## src/rtl/gpr_pkg.sv

```systemverilog
// Shared constants and types for the GPR write-back path.
package gpr_pkg;

  localparam int GPR_AW = 5;
  localparam int GPR_DW = 32;
  localparam logic [GPR_AW-1:0] GPR_ZERO = 5'd0;

  typedef struct packed {
    logic [GPR_AW-1:0] num;
    logic [GPR_DW-1:0] data;
  } gpr_wb_t;

endpackage

```

## src/rtl/rr_arbiter.sv

```systemverilog
// Round-robin arbiter: one-hot grant to the first requester at or above the pointer,
// pointer moves to just past the winner; wrap is explicit so any N in 2..8 works.
module rr_arbiter #(
  parameter int N = 3
) (
  input  logic         clock,
  input  logic         reset,
  input  logic [N-1:0] req,
  input  logic         advance,
  output logic [N-1:0] gnt
);

  localparam int PW = (N > 1) ? $clog2(N) : 1;

  logic [PW-1:0] ptr;
  logic [PW-1:0] idx;
  logic [PW-1:0] win;
  logic [PW-1:0] nxt;
  logic          found;

  function automatic int wrap(input int v);
    return (v >= N) ? v - N : v;
  endfunction

  always_comb begin
    gnt   = '0;
    win   = '0;
    idx   = '0;
    found = 1'b0;
    for (int k = 0; k < N; k++) begin
      idx = PW'(wrap(int'(ptr) + k));
      if (advance && !found && req[idx]) begin
        found    = 1'b1;
        gnt[idx] = 1'b1;
        win      = idx;
      end
    end
    nxt = (win == PW'(N - 1)) ? '0 : win + 1'b1;
  end

  always_ff @(posedge clock or posedge reset) begin
    if (reset) begin
      ptr <= '0;
    end else if (found) begin
      ptr <= nxt;
    end
  end

endmodule

```

## src/rtl/gpr_wb_arbiter.sv

```systemverilog
// Shares the register-file write port between NREQ write-back requesters with a
// one-cycle output register. Optional read-port forwarding under GPR_WB_BYPASS_EN.
module gpr_wb_arbiter
  import gpr_pkg::*;
#(
  parameter int NREQ = 3,
  parameter int DW   = GPR_DW,
  parameter int AW   = GPR_AW
) (
  input  logic               clock,
  input  logic               reset,
  input  logic [NREQ-1:0]    req_valid,
  input  logic [NREQ*AW-1:0] req_num,
  input  logic [NREQ*DW-1:0] req_data,
  output logic [NREQ-1:0]    req_ready,
  input  logic               stall,
  output logic               reg_write,
  output logic [AW-1:0]      num_write,
  output logic [DW-1:0]      data_write,
  output logic [2:0]         gnt_id,
  input  logic [AW-1:0]      rs,
  input  logic [AW-1:0]      rt,
  output logic               fwd_a_hit,
  output logic               fwd_b_hit,
  output logic [DW-1:0]      fwd_data
);

  logic [NREQ-1:0] gnt;
  logic            advance;
  logic [AW-1:0]   sel_num;
  logic [DW-1:0]   sel_data;
  logic [2:0]      sel_id;

  // Holding grants off during reset keeps req_ready low for the whole reset pulse.
  assign advance = !stall && !reset;

  rr_arbiter #(.N(NREQ)) u_arb (
    .clock   (clock),
    .reset   (reset),
    .req     (req_valid),
    .advance (advance),
    .gnt     (gnt)
  );

  assign req_ready = gnt;

  always_comb begin
    sel_num  = '0;
    sel_data = '0;
    sel_id   = '0;
    for (int i = 0; i < NREQ; i++) begin
      if (gnt[i]) begin
        sel_num  = req_num[i*AW +: AW];
        sel_data = req_data[i*DW +: DW];
        sel_id   = 3'(i);
      end
    end
  end

  // Register 0 requests are consumed (handshake completes) but never written.
  always_ff @(posedge clock or posedge reset) begin
    if (reset) begin
      reg_write  <= 1'b0;
      num_write  <= '0;
      data_write <= '0;
      gnt_id     <= '0;
    end else if (|gnt) begin
      reg_write  <= (sel_num != '0);
      num_write  <= sel_num;
      data_write <= sel_data;
      gnt_id     <= sel_id;
    end else begin
      reg_write  <= 1'b0;
    end
  end

`ifdef GPR_WB_BYPASS_EN
  assign fwd_a_hit = reg_write && (num_write == rs) && (rs != '0);
  assign fwd_b_hit = reg_write && (num_write == rt) && (rt != '0);
  assign fwd_data  = data_write;
`else
  logic unused_fwd_idx;
  assign unused_fwd_idx = ^{rs, rt};
  assign fwd_a_hit = 1'b0;
  assign fwd_b_hit = 1'b0;
  assign fwd_data  = '0;
`endif

endmodule

```

## config.mk

```make
export PLATFORM = sky130hd
export DESIGN_NAME = gpr_wb_arbiter
export DESIGN_NICKNAME = d
export VERILOG_FILES = /design/src/rtl/gpr_pkg.sv /design/src/rtl/rr_arbiter.sv /design/src/rtl/gpr_wb_arbiter.sv
export SDC_FILE = /design/constraint.sdc
export NUM_CORES = 1
export LEC_CHECK = 0
export CELL_PAD_IN_SITES_DETAIL_PLACEMENT = 1
export CELL_PAD_IN_SITES_GLOBAL_PLACEMENT = 1
export CORE_ASPECT_RATIO = 0.7
export CORE_MARGIN = 1
export CORE_UTILIZATION = 24
export DETAILED_ROUTE_END_ITERATION = 16
export PLACE_DENSITY = 0.93
export SYNTH_ARGS = -nofsm -noshare
export SYNTH_HDL_FRONTEND = slang
export SYNTH_SLANG_ARGS = --single-unit
```

## constraint.sdc

```tcl
create_clock -name clock -period 3.45 [get_ports clock]
set_clock_uncertainty 0.15 [all_clocks]
set_input_delay 0.5175 -clock clock [delete_from_list [all_inputs] [get_ports clock]]
set_output_delay 0.5175 -clock clock [all_outputs]
set_load 0.02 [all_outputs]
```

==> results of run 1 <==
## where the power goes
| group | switching, W | leakage [nW] | internal [W] | total, W |
|---|---|---|---|---|
| logic | 0.00119 | 1.33 | 0.00106 | 0.00225 |
| clock network | 0.000209 | 0.0842 | 0.000343 | 0.000552 |
| registers | 0.000162 | 0.473 | 0.000746 | 0.000908 |
## placed cells by master, fill, tap and decap left out, types with 2 or more instances in the layout
cell type,instances
clkdlybuf4s50_1,157
dfrtp_1,42
o22ai_1,40
a21oi_1,36
conb_1,35
o22ai_2,24
nand2_1,16
buf_4,12
inv_1,8
nor2_1,7
nand2b_1,6
o21ai_0,5
clkbuf_16,5
nand3_1,4
mux2i_1,3
o21ai_1,3
and2_1,3
ha_1,3
nor2b_1,2
a31oi_1,2
nand3b_1,2
a2bb2oi_1,2
a221o_1,2
nor3_1,2
a31o_2,2
a21o_1,2
buf_12,2
## area by class of cell
class	instances	share of cell area, %
inverter	9	0.741
sequential	42	23.1
clock inverter	3	0.960
multi-input combinational	214	30.6
timing repair buffer	173	37.7
clock buffer	5	2.74
tap	153	4.20
## path summary, 6_finish.rpt
path	start	end
worst max register to register	u_arb.ptr[0]	reg_write
worst min-delay path	gnt_id[1]	gnt_id[1]
worst max-delay path	u_arb.ptr[0]	req_ready[2]
max in group asynchronous	reset	data_write[15]
worst min register to register	gnt_id[1]	gnt_id[1]
min in group asynchronous	reset	data_write[13]
## cells by family (layout without fill, tap and decap cells)
logic type	after synthesis	after routing	synth area share [%]
adders and majority gates	4	4	1.81
and+or+nand+nor	51	51	10.2
buffers and inverters	69	190	16.3
DFF	42	42	38.0
muxes	3	3	1.09
AOI/OAI and AO/OA	121	121	32.4
other	1	35	0.136
## metrics by stage
stage / hold WS [ns] / total power (W)
finish: 0.340 / 0.00371
detailed placement: 0.322 / 0.00318
global route: 0.363 / 0.00396
global placement: 0.314 / 0.00307
CTS: 0.342 / 0.00376
floorplan: 0.395 / 0.00229
## routing by layer
layer  share of wire [%]  GRT usage (%)
met2                  53           31.8
met5                   0              0
met1                  40           18.9
met4                 1.3           4.26
met3                 5.2           3.15
## what timing repair did
action / CTS / global route
pin swaps: 0 / 1
resized for setup: 2 / 3
setup buffers: 0 / 1
hold buffers: 0 / 0
setup endpoints to repair: 2 / 1
## tightest hold or removal path: stages (launching register included)
cell and delay [ns]:
dfrtp_1 0.35, nand2_1 0.05, nand2_1 0.05
## sequential cells by signal, indices dropped and copies added (netlist names)
signal,flops
u_arb.ptr,2
reg_write,1
data_write,32
gnt_id,2
num_write,5
==> results.sh, run 1 <==
export IMPL_synth_edf_count=0
export IMPL_ys_warn_count=0
export IMPL_power_leakage_nw=1.89
export IMPL_die_y_um=91.8
export IMPL_die_area_mm2=0.0120
export IMPL_clock_latency_ns=0.28
export IMPL_rows=32
export IMPL_postRouteWirelength_um=10300
export IMPL_fillers=1300
export IMPL_core_area_mm2=0.0111
export IMPL_antenna_cells=0
export IMPL_status="finished clean"
export IMPL_synth_top_cell_area_share_pct=38.0
export IMPL_antenna_found_initial=0
export IMPL_cts_max_path_buffers=2
export IMPL_period_share_pct=94.2
export IMPL_grt_first_pass_wirelength_um=15300
export IMPL_fin_area_mm2=0.00456
export IMPL_grt_setup_unrepaired="no"
export IMPL_die_x_um=130
export IMPL_maxCapViolCount=0
export IMPL_grt_usage_pct=16.7
export IMPL_drive_above_1_share_pct=13.0
export IMPL_multi_input_area_mm2=0.00140
export IMPL_cts_buffers=5
export IMPL_synth_ff_type="dfrtp_1"
export IMPL_required_ns=2.78
export IMPL_setup_violations_final=0
export IMPL_crit_path_end_kind="primary output"
export IMPL_netlist_instances=291
export IMPL_drtIter0Drc=67
export IMPL_power_density_mw_per_mm2=814
export IMPL_grt_pass1_vias=3036
export IMPL_min_period_ns=3.25
export IMPL_placed_area_mm2=0.00438
export IMPL_viasPerCell=4.69
export IMPL_cp_top_family="buffers and inverters"
export IMPL_ys_types=39
export IMPL_cp_buffers_inverters=3
export IMPL_root_buffer="clkbuf_16"
export IMPL_netlist_area_mm2=0.00276
export IMPL_cp_arrival_ns=2.58
export IMPL_timing_fmax_mhz=308
export IMPL_finalHoldViolCount=0
export IMPL_fin_ws_ns=0.201
export IMPL_post_route_util_pct=41.0
export IMPL_critPathMaxStageDelay_ns=0.61
export IMPL_grt_max_degree=49
export IMPL_layout_cells_non_filler=599
export IMPL_drt_pass1_iterations=4
export IMPL_grt_overflow_total=0
export IMPL_synth_most_common_cell="dfrtp_1"
export IMPL_synthTopCellsByArea="dfrtp_1 (38%), o22ai_2 (11%), buf_4 (10%)"
export IMPL_cp_cell_sequence="inv_1 > ha_2 > nand3b_1 > o21ai_1 > a2bb2oi_1 > or2_4 > inv_1 > clkdlybuf4s50_1"
export IMPL_timing_max_slew_rel_slack_pct=36.0
export IMPL_cp_slowest_cell="clkdlybuf4s50_1"
export IMPL_slew_viol_final=0
export IMPL_critical_path_max_fanout=10
export IMPL_vias=2812
export IMPL_async_reset_ff_share_pct=100
export IMPL_setup_tns_ns=0
export IMPL_tightest_slew_ns=0.959
export IMPL_path_depth=8
export IMPL_irDropWorstVdd_mv=0.372
export IMPL_htree_levels=2
export IMPL_place_ws_ns=0.0176
export IMPL_wl_per_cell_um=17.2
export IMPL_ys_ff_latch=42
export IMPL_ios=205
export IMPL_synth_avg_cell_area_um2=9.50
export IMPL_drtAntennaViolNets=0
export IMPL_cts_sinks=42
export IMPL_start_kind="flop"
export IMPL_synth_common_cells="dfrtp_1 (42), o22ai_1 (40), buf_4 (38)"
export IMPL_fin_nets=576
export IMPL_r2r_slack_ns=0.22
export IMPL_regArea_mm2=0.00105
export IMPL_drc=0
export IMPL_path_clk_slew_ns=0.07
export IMPL_crit_top_cell="inv_1"
export IMPL_yosysTopAreaCell="dfrtp_1"
export IMPL_place_inst=590
export IMPL_area_growth_pct=65.0
export IMPL_dpl_hpwl_um=7940
export IMPL_start_util_pct=24.8
export IMPL_ys_seq_area_share_pct=38.0
export IMPL_worstRegToRegCells=12
export IMPL_gp_congestion=0.814
export IMPL_cts_tree="yes"
export IMPL_critical_path_class="flop to primary output"
export IMPL_hp_class="flop to flop"
export IMPL_portBuffers=159
export IMPL_worstHoldPathCells=2
Power figures use the tool's default switching activity.
==> run 2: changes to the inputs <==
Settings changed: CORE_UTILIZATION 24 to 22, PLACE_DENSITY 0.93 to 0.92, SYNTH_HIERARCHICAL set to 1.
==> results.sh, run 2 <==
export IMPL_status="finished clean"
export IMPL_comb_power_share_pct=61.9
export IMPL_synth_xor_area_share_pct=0
export IMPL_irDropWorstVdd_mv=0.294
export IMPL_crit_path_end_kind="primary output"
export IMPL_synthTopCellsByArea="dfrtp_1 (42%), o22ai_1 (16%), buf_4 (11%)"
export IMPL_grt_first_pass_wirelength_um=14400
export IMPL_root_buffer="clkbuf_16"
export IMPL_power_density_mw_per_mm2=823
export IMPL_setup_violations_final=0
export IMPL_seq_power_share_pct=24.9
export IMPL_post_route_util_pct=39.1
export IMPL_hp_class="input pin to async pin"
export IMPL_ios=205
export IMPL_drtAntennaViolNets=0
export IMPL_fin_ws_ns=0.137
export IMPL_synth_simple_gate_area_share_pct=7.82
export IMPL_async_reset_ff_share_pct=100
export IMPL_cp_slowest_cell="clkdlybuf4s50_1"
export IMPL_clock_latency_ns=0.28
export IMPL_postRouteWirelength_um=9460
export IMPL_ys_seq_area_share_pct=41.6
export IMPL_vias=2733
export IMPL_netlist_area_mm2=0.00253
export IMPL_critical_path_class="flop to primary output"
export IMPL_core_area_mm2=0.0111
export IMPL_cp_arrival_ns=2.65
export IMPL_cts_sinks=42
export IMPL_fin_nets=562
export IMPL_cts_tree="yes"
export IMPL_worstRegToRegCells=13
export IMPL_dpl_hpwl_um=7290
export IMPL_cp_buffers_inverters=2
export IMPL_power_leakage_nw=1.78
export IMPL_period_share_pct=96.0
export IMPL_fillers=1294
export IMPL_critPathMaxStageDelay_ns=0.60
export IMPL_tightest_slew_ns=0.879
export IMPL_grt_pass1_vias=2958
export IMPL_viasPerCell=4.67
export IMPL_slew_viol_final=0
export IMPL_setup_tns_ns=0
export IMPL_gp_congestion=0.864
export IMPL_grt_setup_unrepaired="no"
export IMPL_yosysTopAreaCell="dfrtp_1"
export IMPL_synth_common_cells="o22ai_1 (64), dfrtp_1 (42), a21oi_1 (40)"
export IMPL_cts_buffers=5
export IMPL_cp_top_family="buffers and inverters"
export IMPL_synth_compound_area_share_pct=30.6
export IMPL_synth_mux_area_share_pct=1.63
export IMPL_power_switching_w=0.00151
export IMPL_finalHoldViolCount=0
export IMPL_maxCapViolCount=0
export IMPL_critPathLaunch="u_arb/ptr[1]"
export IMPL_drtIter0Drc=54
export IMPL_timing_max_slew_rel_slack_pct=41.3
export IMPL_drc=0
export IMPL_clkPwrFrac_pct=13.2
export IMPL_rows=32
export IMPL_grt_usage_pct=15.6
export IMPL_synth_edf_count=0
export IMPL_reg_top3="data_write: 32 flops, num_write: 5 flops"
export IMPL_layout_cells_non_filler=585
export IMPL_die_y_um=91.7
export IMPL_start_kind="flop"
export IMPL_die_x_um=130
export IMPL_ys_types=36
export IMPL_die_area_mm2=0.0119
export IMPL_antenna_found_initial=0
export IMPL_reg2reg_from="u_arb/ptr[0]"
export IMPL_start_util_pct=22.8
export IMPL_portBuffers=159
export IMPL_ys_ff_latch=42
export IMPL_place_inst=577
export IMPL_timing_fmax_mhz=302
export IMPL_drt_pass1_iterations=4
export IMPL_swShare_pct=42.3
export IMPL_synth_ff_type="dfrtp_1"
export IMPL_hold_ws_ns=0.328
export IMPL_grt_max_degree=41
export IMPL_place_ws_ns=0.0207
export IMPL_synth_fa_ha_area_share_pct=1.98
export IMPL_synth_most_common_cell="o22ai_1"
export IMPL_path_clk_slew_ns=0.06
export IMPL_area_growth_pct=71.4
export IMPL_final_common_cell="clkdlybuf4s50_1"
export IMPL_cp_cell_sequence="inv_1 > ha_2 > mux2i_1 > o21ai_2 > nand2_1 > nor3b_4 > a21o_2 > clkdlybuf4s50_1"
export IMPL_critical_path_max_fanout=7
export IMPL_required_ns=2.78
export IMPL_layout_common_cells="clkdlybuf4s50_1 (157), o22ai_1 (64), dfrtp_1 (42)"
export IMPL_post_cts_setup_buffers=0
export IMPL_internal_power_w=0.00206
export IMPL_synth_avg_cell_area_um2=9.16
export IMPL_ys_warn_count=6
export IMPL_synth_top_cell_area_share_pct=41.6
export IMPL_drive_above_1_share_pct=7.41
export IMPL_synth_top_family_by_area="compound AO/OA/AOI/OAI gates"
export IMPL_wl_per_cell_um=16.2
export IMPL_antenna_cells=0
export IMPL_htree_levels=2
export IMPL_netlist_instances=276
export IMPL_grt_overflow_total=0
export IMPL_top_register="data_write"
export IMPL_largest_register_ffs=32
export IMPL_path_depth=8
export IMPL_cts_max_path_buffers=2
export IMPL_min_period_ns=3.31
[run 2: cell type report]
class	count	area, um2	area share [%]
timing repair buffer	170	1700	39.3
multi-input combinational	204	1210	27.9
sequential	42	1050	24.2
tap	153	191	4.42
clock buffer	7	143	3.29
inverter	8	30.0	0.693
clock inverter	1	5.00	0.115
[run 2: power by group through the flow]
stage / sequential [W] / clock (W) / combinational, W
after floorplan: 0.00116 / 0 / 0.00102
after global placement: 0.000878 / 0 / 0.00211
after detailed placement: 0.000892 / 0 / 0.00220
after CTS: 0.000888 / 0.000493 / 0.00221
after global routing: 0.000918 / 0.000515 / 0.00238
final: 0.000887 / 0.000471 / 0.00221
[run 2: metrics by stage]
step	instance area (um2)	power, W
after CTS	4320	0.00359
after global placement	4170	0.00299
after detailed placement	4170	0.00310
after floorplan	2660	0.00217
final	4330	0.00357
after global routing	4330	0.00381
[run 2: worst register-to-register path: stages, from the launching register on]
cell and delay, ns:
dfrtp_1 0.41, inv_1 0.11, ha_2 0.29, mux2i_1 0.21, nor2_1 0.07, o21ai_2 0.27
nor3b_4 0.10, a221o_1 0.38, buf_4 0.18, nor2_1 0.16, nand2_1 0.11, buf_12 0.19
o22ai_1 0.19, a21oi_1 0.06
[run 2: worst paths after layout]
| kind | end | slack (ns) |
|---|---|---|
| max in group asynchronous | data_write[30] | 1.92 |
| min in group clock | num_write[3] | 0.33 |
| worst min register to register | num_write[3] | 0.33 |
| worst max register to register | data_write[7] | 0.45 |
| worst min-delay path | u_arb/ptr[0] | 0.33 |
| worst max-delay path | req_ready[1] | 0.14 |
[run 2: repair_timing]
action | 4_1_cts | 5_1_grt
endpoints found under the setup margin | 2 | 3
resized for setup | 1 | 6
hold buffers | 0 | 0
endpoints found under the hold margin | 0 | 0
pin swaps | 0 | 0
[run 2: kinds of logic after synthesis]
family          Yosys count
compound gates          126
fa+ha+maj                 4
buf+inv                  64
flops                    42
mux                       4
other cells               1
simple gates             35
[run 2: layer usage]
| metal | wire length [um] | GRT usage, % | vias up |
|---|---|---|---|
| met5 | 0 | 0 | - |
| met4 | 83 | 3.68 | 0 |
| met3 | 704 | 4.38 | 8 |
| met2 | 4750 | 28.4 | 106 |
| met1 | 3920 | 17.7 | 1345 |
| li1 | - | - | 1274 |
==> run 3: changes to the inputs <==
Settings changed: CAP_MARGIN set to 10.
==> results of run 3 <==
Same layout as run 2: the final DEF is identical, and so are final timing and power.
